--- src/rtl/dmem_arbiter.sv ---
// rtl/dmem_arbiter.sv - two-port round-robin arbiter in front of a single-ported data memory
module dmem_arbiter #(
    parameter int DEPTH = 64
) (
    input  logic        clk,
    input  logic        reset,
    input  logic        a_req,
    input  logic        a_we,
    input  logic [31:0] a_addr,
    input  logic [31:0] a_wdata,
    output logic        a_gnt,
    output logic        a_rvalid,
    output logic        a_err,
    output logic [31:0] a_rdata,
    input  logic        b_req,
    input  logic        b_we,
    input  logic [31:0] b_addr,
    input  logic [31:0] b_wdata,
    output logic        b_gnt,
    output logic        b_rvalid,
    output logic        b_err,
    output logic [31:0] b_rdata,
    output logic        mem_we,
    output logic        mem_re,
    output logic [31:0] mem_addr,
    output logic [31:0] mem_wdata,
    input  logic [31:0] mem_rdata
);
    typedef enum logic [1:0] {
        IDLE   = 2'd0,
        ACCESS = 2'd1,
        RESP   = 2'd2
    } state_t;

    state_t      state;
    logic        sel;          // 0 = port A, 1 = port B
    logic        last_served;  // 0 = port A, 1 = port B
    logic        err_pend;
    logic        rd_pend;

    logic        pick;
    logic        pick_we;
    logic        pick_ok;
    logic [31:0] pick_addr;
    logic [31:0] pick_wdata;

    // Choose the requester for the next access: sole requester, or the port not served last on a tie
    always_comb begin
        pick = 1'b0;
        if (a_req && b_req) begin
            pick = ~last_served;
        end else if (b_req) begin
            pick = 1'b1;
        end
        pick_we    = pick ? b_we    : a_we;
        pick_addr  = pick ? b_addr  : a_addr;
        pick_wdata = pick ? b_wdata : a_wdata;
        pick_ok    = (pick_addr < 32'(DEPTH));
    end

    // Sequencer: IDLE arbitrates, ACCESS drives the memory for one cycle, RESP returns the result
    always_ff @(posedge clk or negedge reset) begin
        if (!reset) begin
            state       <= IDLE;
            sel         <= 1'b0;
            last_served <= 1'b1;
            err_pend    <= 1'b0;
            rd_pend     <= 1'b0;
            a_gnt       <= 1'b0;
            a_rvalid    <= 1'b0;
            a_err       <= 1'b0;
            a_rdata     <= 32'h0;
            b_gnt       <= 1'b0;
            b_rvalid    <= 1'b0;
            b_err       <= 1'b0;
            b_rdata     <= 32'h0;
            mem_we      <= 1'b0;
            mem_re      <= 1'b0;
            mem_addr    <= 32'h0;
            mem_wdata   <= 32'h0;
        end else begin
            case (state)
                IDLE: begin
                    if (a_req || b_req) begin
                        state       <= ACCESS;
                        sel         <= pick;
                        last_served <= pick;
                        a_gnt       <= ~pick;
                        b_gnt       <= pick;
                        // Out-of-range accesses never reach the memory
                        mem_we      <= pick_ok & pick_we;
                        mem_re      <= pick_ok & ~pick_we;
                        mem_addr    <= pick_ok ? pick_addr  : 32'h0;
                        mem_wdata   <= pick_ok ? pick_wdata : 32'h0;
                        err_pend    <= ~pick_ok;
                        rd_pend     <= ~pick_we;
                    end
                end
                ACCESS: begin
                    state     <= RESP;
                    a_gnt     <= 1'b0;
                    b_gnt     <= 1'b0;
                    mem_we    <= 1'b0;
                    mem_re    <= 1'b0;
                    mem_addr  <= 32'h0;
                    mem_wdata <= 32'h0;
                    if (!sel) begin
                        a_rvalid <= 1'b1;
                        a_err    <= err_pend;
                        if (rd_pend) begin
                            a_rdata <= err_pend ? 32'h0 : mem_rdata;
                        end
                    end else begin
                        b_rvalid <= 1'b1;
                        b_err    <= err_pend;
                        if (rd_pend) begin
                            b_rdata <= err_pend ? 32'h0 : mem_rdata;
                        end
                    end
                end
                RESP: begin
                    state    <= IDLE;
                    a_rvalid <= 1'b0;
                    a_err    <= 1'b0;
                    b_rvalid <= 1'b0;
                    b_err    <= 1'b0;
                end
                default: begin
                    state <= IDLE;
                end
            endcase
        end
    end
endmodule

--- config.mk ---
export PLATFORM = sky130hd
export DESIGN_NAME = dmem_arbiter
export DESIGN_NICKNAME = d
export VERILOG_FILES = /design/src/rtl/dmem_arbiter.sv
export SDC_FILE = /design/constraint.sdc
export NUM_CORES = 1
export LEC_CHECK = 0
export ABC_CLOCK_PERIOD_IN_PS = 1500
export CORE_MARGIN = 2
export CORE_UTILIZATION = 36
export CTS_BUF_LIST = sky130_fd_sc_hd__clkbuf_8 sky130_fd_sc_hd__clkbuf_16
export DETAILED_ROUTE_END_ITERATION = 10
export PLACE_DENSITY_LB_ADDON = 0.1
export SLEW_MARGIN = 20
export SYNTH_ARGS = -nofsm -noshare
export SYNTH_HDL_FRONTEND = slang
export SYNTH_SLANG_ARGS = --single-unit
--- constraint.sdc ---
create_clock -name clk -period 1.5 [get_ports clk]
set_input_delay 0.3 -clock clk [delete_from_list [all_inputs] [get_ports clk]]
set_output_delay 0.3 -clock clk [all_outputs]
set_load 0.05 [all_outputs]
==> summary.json, run 1 <==
{
  "run_status": {
    "outcome": "complete, but fails checks",
    "failed_checks": "setup timing"
  },
  "layout": {
    "fin_cells": 1052,
    "final_layout_size_suffix_gt1_frac": 0.316,
    "multiInputGateArea_sq_um": 2210,
    "fill_cells": 1069,
    "seqCellArea_sq_um": 3550,
    "area_growth_syn_to_layout_pct": 97.8,
    "num-nets-final": 989,
    "antenna-diode-count": 0
  },
  "synth": {
    "synth-seq-area-share": 0.609,
    "synth_top_family_by_area": "compound AO/OA/AOI/OAI gates",
    "post_synth_xor_area_fraction": 0,
    "mappedNetlistNets": 667,
    "syn_area_per_cell_sq_um": 11.7,
    "post_synth_mux_area_share": 0.00193,
    "synth_compound_gate_area_share": 0.208,
    "syn-instance-count": 501,
    "yosys.cell_types.count": 31,
    "synthesis.yosys.warnings": 0,
    "synth-adder-area-share": 0,
    "synthSimpleGateAreaFrac": 0.141,
    "netlist_area_sq_um": 5840,
    "synth_seq_cells": 142
  },
  "critical_path": {
    "startpoint_type": "flip-flop",
    "cp_max_fo": 8,
    "critical_path_arrival_ps": 1940,
    "worst_ep_required_time_ps": 1860,
    "timing.rr.end": "mem_wdata[17]",
    "critPathSlowestCell": "sky130_fd_sc_hd__dfstp_2",
    "count_of_cells_along_the_worst_register_to_register_path": 6,
    "setup.reg_to_reg.worst_slack_ps": -80,
    "cp_cell_sequence": "a21bo_4 -> nand4_4 -> o22ai_4 -> buf_6 -> clkbuf_16 -> a22o_1",
    "worst_setup_path_class": "flip-flop to flip-flop",
    "type_of_destination_of_the_critical_path": "flip-flop",
    "largest_stage_delay_on_the_critical_path_ps": 560,
    "crit-reg2reg-launch": "last_served"
  },
  "timing": {
    "hold_viol": 0,
    "setup_tns_ps": -1900,
    "min_period_over_period": 1.05,
    "fin_worst_skew_ps": 8.67,
    "max_freq_mhz": 632,
    "finalCriticalPeriod_ps": 1580,
    "timing_max_transition_violations_final": 0,
    "worst_slew_margin_rel": 0.707,
    "tightestPinTransition_ps": 440,
    "setup_viol": 41,
    "postLayoutSetupSlackWorst_ps": -81.1,
    "setup_repair_after_global_routing_missed_its_margin": "yes"
  },
  "cts": {
    "clock_latency_ps": 420,
    "tritoncts": "done",
    "clkTransAtPathRegs_ps": 60,
    "cts.path.max_buffers": 2,
    "cts.sinks": 142,
    "cts-htree-levels": 4,
    "clk_root_buffer_cell": "sky130_fd_sc_hd__clkbuf_16",
    "tritoncts.num_buffers": 17
  },
  "floorplanning": {
    "starting_utilization_of_the_core_area": 0.367,
    "core_region_area_sq_um": 15900,
    "die-area_sq_um": 17200,
    "die_w_um": 131,
    "ios": 302,
    "die_y_um": 131,
    "core.rowCount": 46
  },
  "grt": {
    "grt_antenna_before_repair": 0,
    "wire_length_of_the_first_global_routing_pass_um": 30100,
    "gr-total-overflow": 0,
    "grt_pass1_vias": 5594,
    "pin_count_of_the_biggest_net_entering_global_routing": 65,
    "groute.usage.overall": 0.225
  },
  "drt": {
    "drtIter0Drc": 285,
    "wl_um": 19900,
    "via_count_of_the_routed_design": 5246,
    "drt-wirelength-per-cell_um": 18.9,
    "drc": 0,
    "drtAntennaViolNets": 0,
    "detailedRoute.firstPassIterationCount": 4,
    "routed_via_density": 4.99
  },
  "placed_design": {
    "place.detailed.instances": 1005,
    "placement.io_buffers": 301,
    "detailed_place_hpwl_um": 14100,
    "globalplace.congestion": 0.787
  },
  "power": {
    "power_density_over_the_cells_nw_per_um2": 1770,
    "ir_worst_vdd_uv": 1060,
    "power_leakage_nw": 5.10
  },
  "hold_path": {
    "worst_hold_path_type": "input pin to asynchronous set/reset pin"
  },
  "run": {
    "maxCapViolations": 0
  }
}
## worst max-delay path, delay by kind of cell, from the launching register on
family,cells,cell delay (ps)
simple gates,1,100
compound gates,3,530
buf+inv,2,330
flops,1,560
## cells in the final DEF (no fill, tap or decap), types with 2 or more instances in the layout
cell,instances
sky130_fd_sc_hd__clkdlybuf4s50_1,162
sky130_fd_sc_hd__a22o_1,42
sky130_fd_sc_hd__o21ai_1,5
sky130_fd_sc_hd__dlygate4sd2_1,2
sky130_fd_sc_hd__a21o_1,2
sky130_fd_sc_hd__a22o_4,8
sky130_fd_sc_hd__buf_12,147
sky130_fd_sc_hd__o21ai_0,64
sky130_fd_sc_hd__a21oi_1,3
sky130_fd_sc_hd__nor4_1,6
sky130_fd_sc_hd__buf_6,5
sky130_fd_sc_hd__nand2_1,74
sky130_fd_sc_hd__nor2_1,4
sky130_fd_sc_hd__inv_6,5
sky130_fd_sc_hd__clkbuf_16,21
sky130_fd_sc_hd__buf_16,2
sky130_fd_sc_hd__a22o_2,26
sky130_fd_sc_hd__dfrtp_1,141
sky130_fd_sc_hd__nor4_2,4
sky130_fd_sc_hd__a21o_2,3
sky130_fd_sc_hd__clkinvlp_4,3
sky130_fd_sc_hd__clkinv_4,4
sky130_fd_sc_hd__inv_8,2
sky130_fd_sc_hd__a32o_1,3
sky130_fd_sc_hd__inv_1,2
sky130_fd_sc_hd__nand4_1,2
sky130_fd_sc_hd__and3_4,2
sky130_fd_sc_hd__and2_1,26
sky130_fd_sc_hd__nor4_4,2
sky130_fd_sc_hd__nand2b_1,33
sky130_fd_sc_hd__buf_4,15
## worst max path at each step
stage	startpoint	to	slack [ps]	cells after the start
6_report	last_served	mem_wdata[17]	-80	6
5_1_grt	last_served	mem_we	-140	6
4_1_cts	last_served	mem_wdata[4]	-50	5
3_5_place_dp	a_addr[15]	mem_we	-610	7
3_3_place_gp	a_addr[15]	mem_we	-610	7
2_1_floorplan	last_served	mem_addr[0]	60	5
## cell type report
class / count / area share
clock buffer: 17 / 0.0368
clock inverter: 15 / 0.0133
inverter: 3 / 0.000975
multi-input combinational: 321 / 0.192
sequential: 142 / 0.308
tap: 216 / 0.0234
timing repair buffer: 338 / 0.426
## where the power goes
part / internal [W] / switching (W) / leakage, nW
registers: 0.00478 / 0.00103 / 1.90
clock network: 0.00233 / 0.00175 / 0.275
logic: 0.00500 / 0.00559 / 2.93
total: 0.0121 / 0.00837 / 5.10
## metal layers
layer | wire length (um) | vias to the layer above | GRT usage | share of wire
met5 | 0 | - | 0 | 0
met4 | 384 | 0 | 0.0737 | 0.019
met3 | 1060 | 24 | 0.0521 | 0.053
met2 | 10900 | 214 | 0.425 | 0.55
met1 | 7520 | 2581 | 0.249 | 0.38
li1 | - | 2427 | - | -
## logic make-up after synthesis
group,Yosys count
AOI/OAI and AO/OA,161
buffers and inverters,39
DFF,142
muxes,1
and+or+nand+nor,158
## registers in the layout, summed over array words and instances, names as in the netlist
register / count
a_err: 1
rd_pend: 1
err_pend: 1
sel: 1
b_rdata: 32
mem_wdata: 32
b_err: 1
mem_addr: 32
mem_we: 1
state: 2
mem_re: 1
last_served: 1
b_gnt: 1
a_rvalid: 1
a_rdata: 32
b_rvalid: 1
a_gnt: 1
## per-stage QoR
| step | cell area (sq um) | hold WS [ps] | utilization | setup slack, ps | power [W] |
|---|---|---|---|---|---|
| finish | 11500 | 388 | 0.727 | -81.1 | 0.0205 |
| global route | 11500 | 438 | 0.727 | -137 | 0.0214 |
| CTS | 11300 | 378 | 0.711 | -45.1 | 0.0202 |
| detailed placement | 10600 | 251 | 0.665 | -608 | 0.0160 |
| global placement | 10600 | 255 | 0.665 | -606 | 0.0158 |
| floorplan | 5840 | 4.41 | - | 55.8 | 0.0105 |
## cells in the mapped netlist
library cell	count	area, sq um
sky130_fd_sc_hd__nand2_1	74	278
sky130_fd_sc_hd__a21boi_2	1	11.3
sky130_fd_sc_hd__nor4_1	12	75.1
sky130_fd_sc_hd__dfrtp_1	141	3530
sky130_fd_sc_hd__o22ai_4	1	20.0
sky130_fd_sc_hd__buf_6	11	124
sky130_fd_sc_hd__nand4_2	2	25.0
sky130_fd_sc_hd__nand3_1	2	10.0
sky130_fd_sc_hd__nor2b_2	1	8.76
sky130_fd_sc_hd__inv_1	3	11.3
sky130_fd_sc_hd__a22o_2	34	340
sky130_fd_sc_hd__a21bo_4	1	16.3
sky130_fd_sc_hd__a22o_1	42	368
sky130_fd_sc_hd__o21ai_0	66	330
sky130_fd_sc_hd__nor3_4	1	16.3
sky130_fd_sc_hd__buf_2	3	15.0
sky130_fd_sc_hd__o31ai_4	1	21.3
sky130_fd_sc_hd__and2_1	26	163
sky130_fd_sc_hd__and3_4	1	11.3
sky130_fd_sc_hd__a21o_1	2	15.0
sky130_fd_sc_hd__a32o_1	3	30.0
sky130_fd_sc_hd__dfstp_2	1	26.3
sky130_fd_sc_hd__clkbuf_1	21	78.8
sky130_fd_sc_hd__a21o_2	3	26.3
sky130_fd_sc_hd__buf_4	1	7.51
sky130_fd_sc_hd__nand4_1	2	12.5
sky130_fd_sc_hd__mux2_2	1	11.3
sky130_fd_sc_hd__o21ai_1	4	20.0
sky130_fd_sc_hd__a21oi_1	3	15.0
sky130_fd_sc_hd__nand2b_1	33	206
sky130_fd_sc_hd__nor2_1	4	15.0
## timing repair
item,4_1_cts,5_1_grt
setup endpoints to repair,41,133
resized for setup,16,17
hold buffers,1,0
cloned,3,4
pin swaps,10,6
endpoints found under the hold margin,36,0
buffers inserted,3,4
Power figures use the tool's default switching activity.
==> run 2, diff against run 1 <==
--- a/config.mk
+++ b/config.mk
@@ -5,6 +5,7 @@
 export SDC_FILE = /design/constraint.sdc
 export NUM_CORES = 1
 export LEC_CHECK = 0
+export ABC_AREA = 0
 export ABC_CLOCK_PERIOD_IN_PS = 1500
 export CORE_MARGIN = 2
 export CORE_UTILIZATION = 36
==> results of run 2 <==
No change in the layout: final DEF, timing and power equal those of run 1.
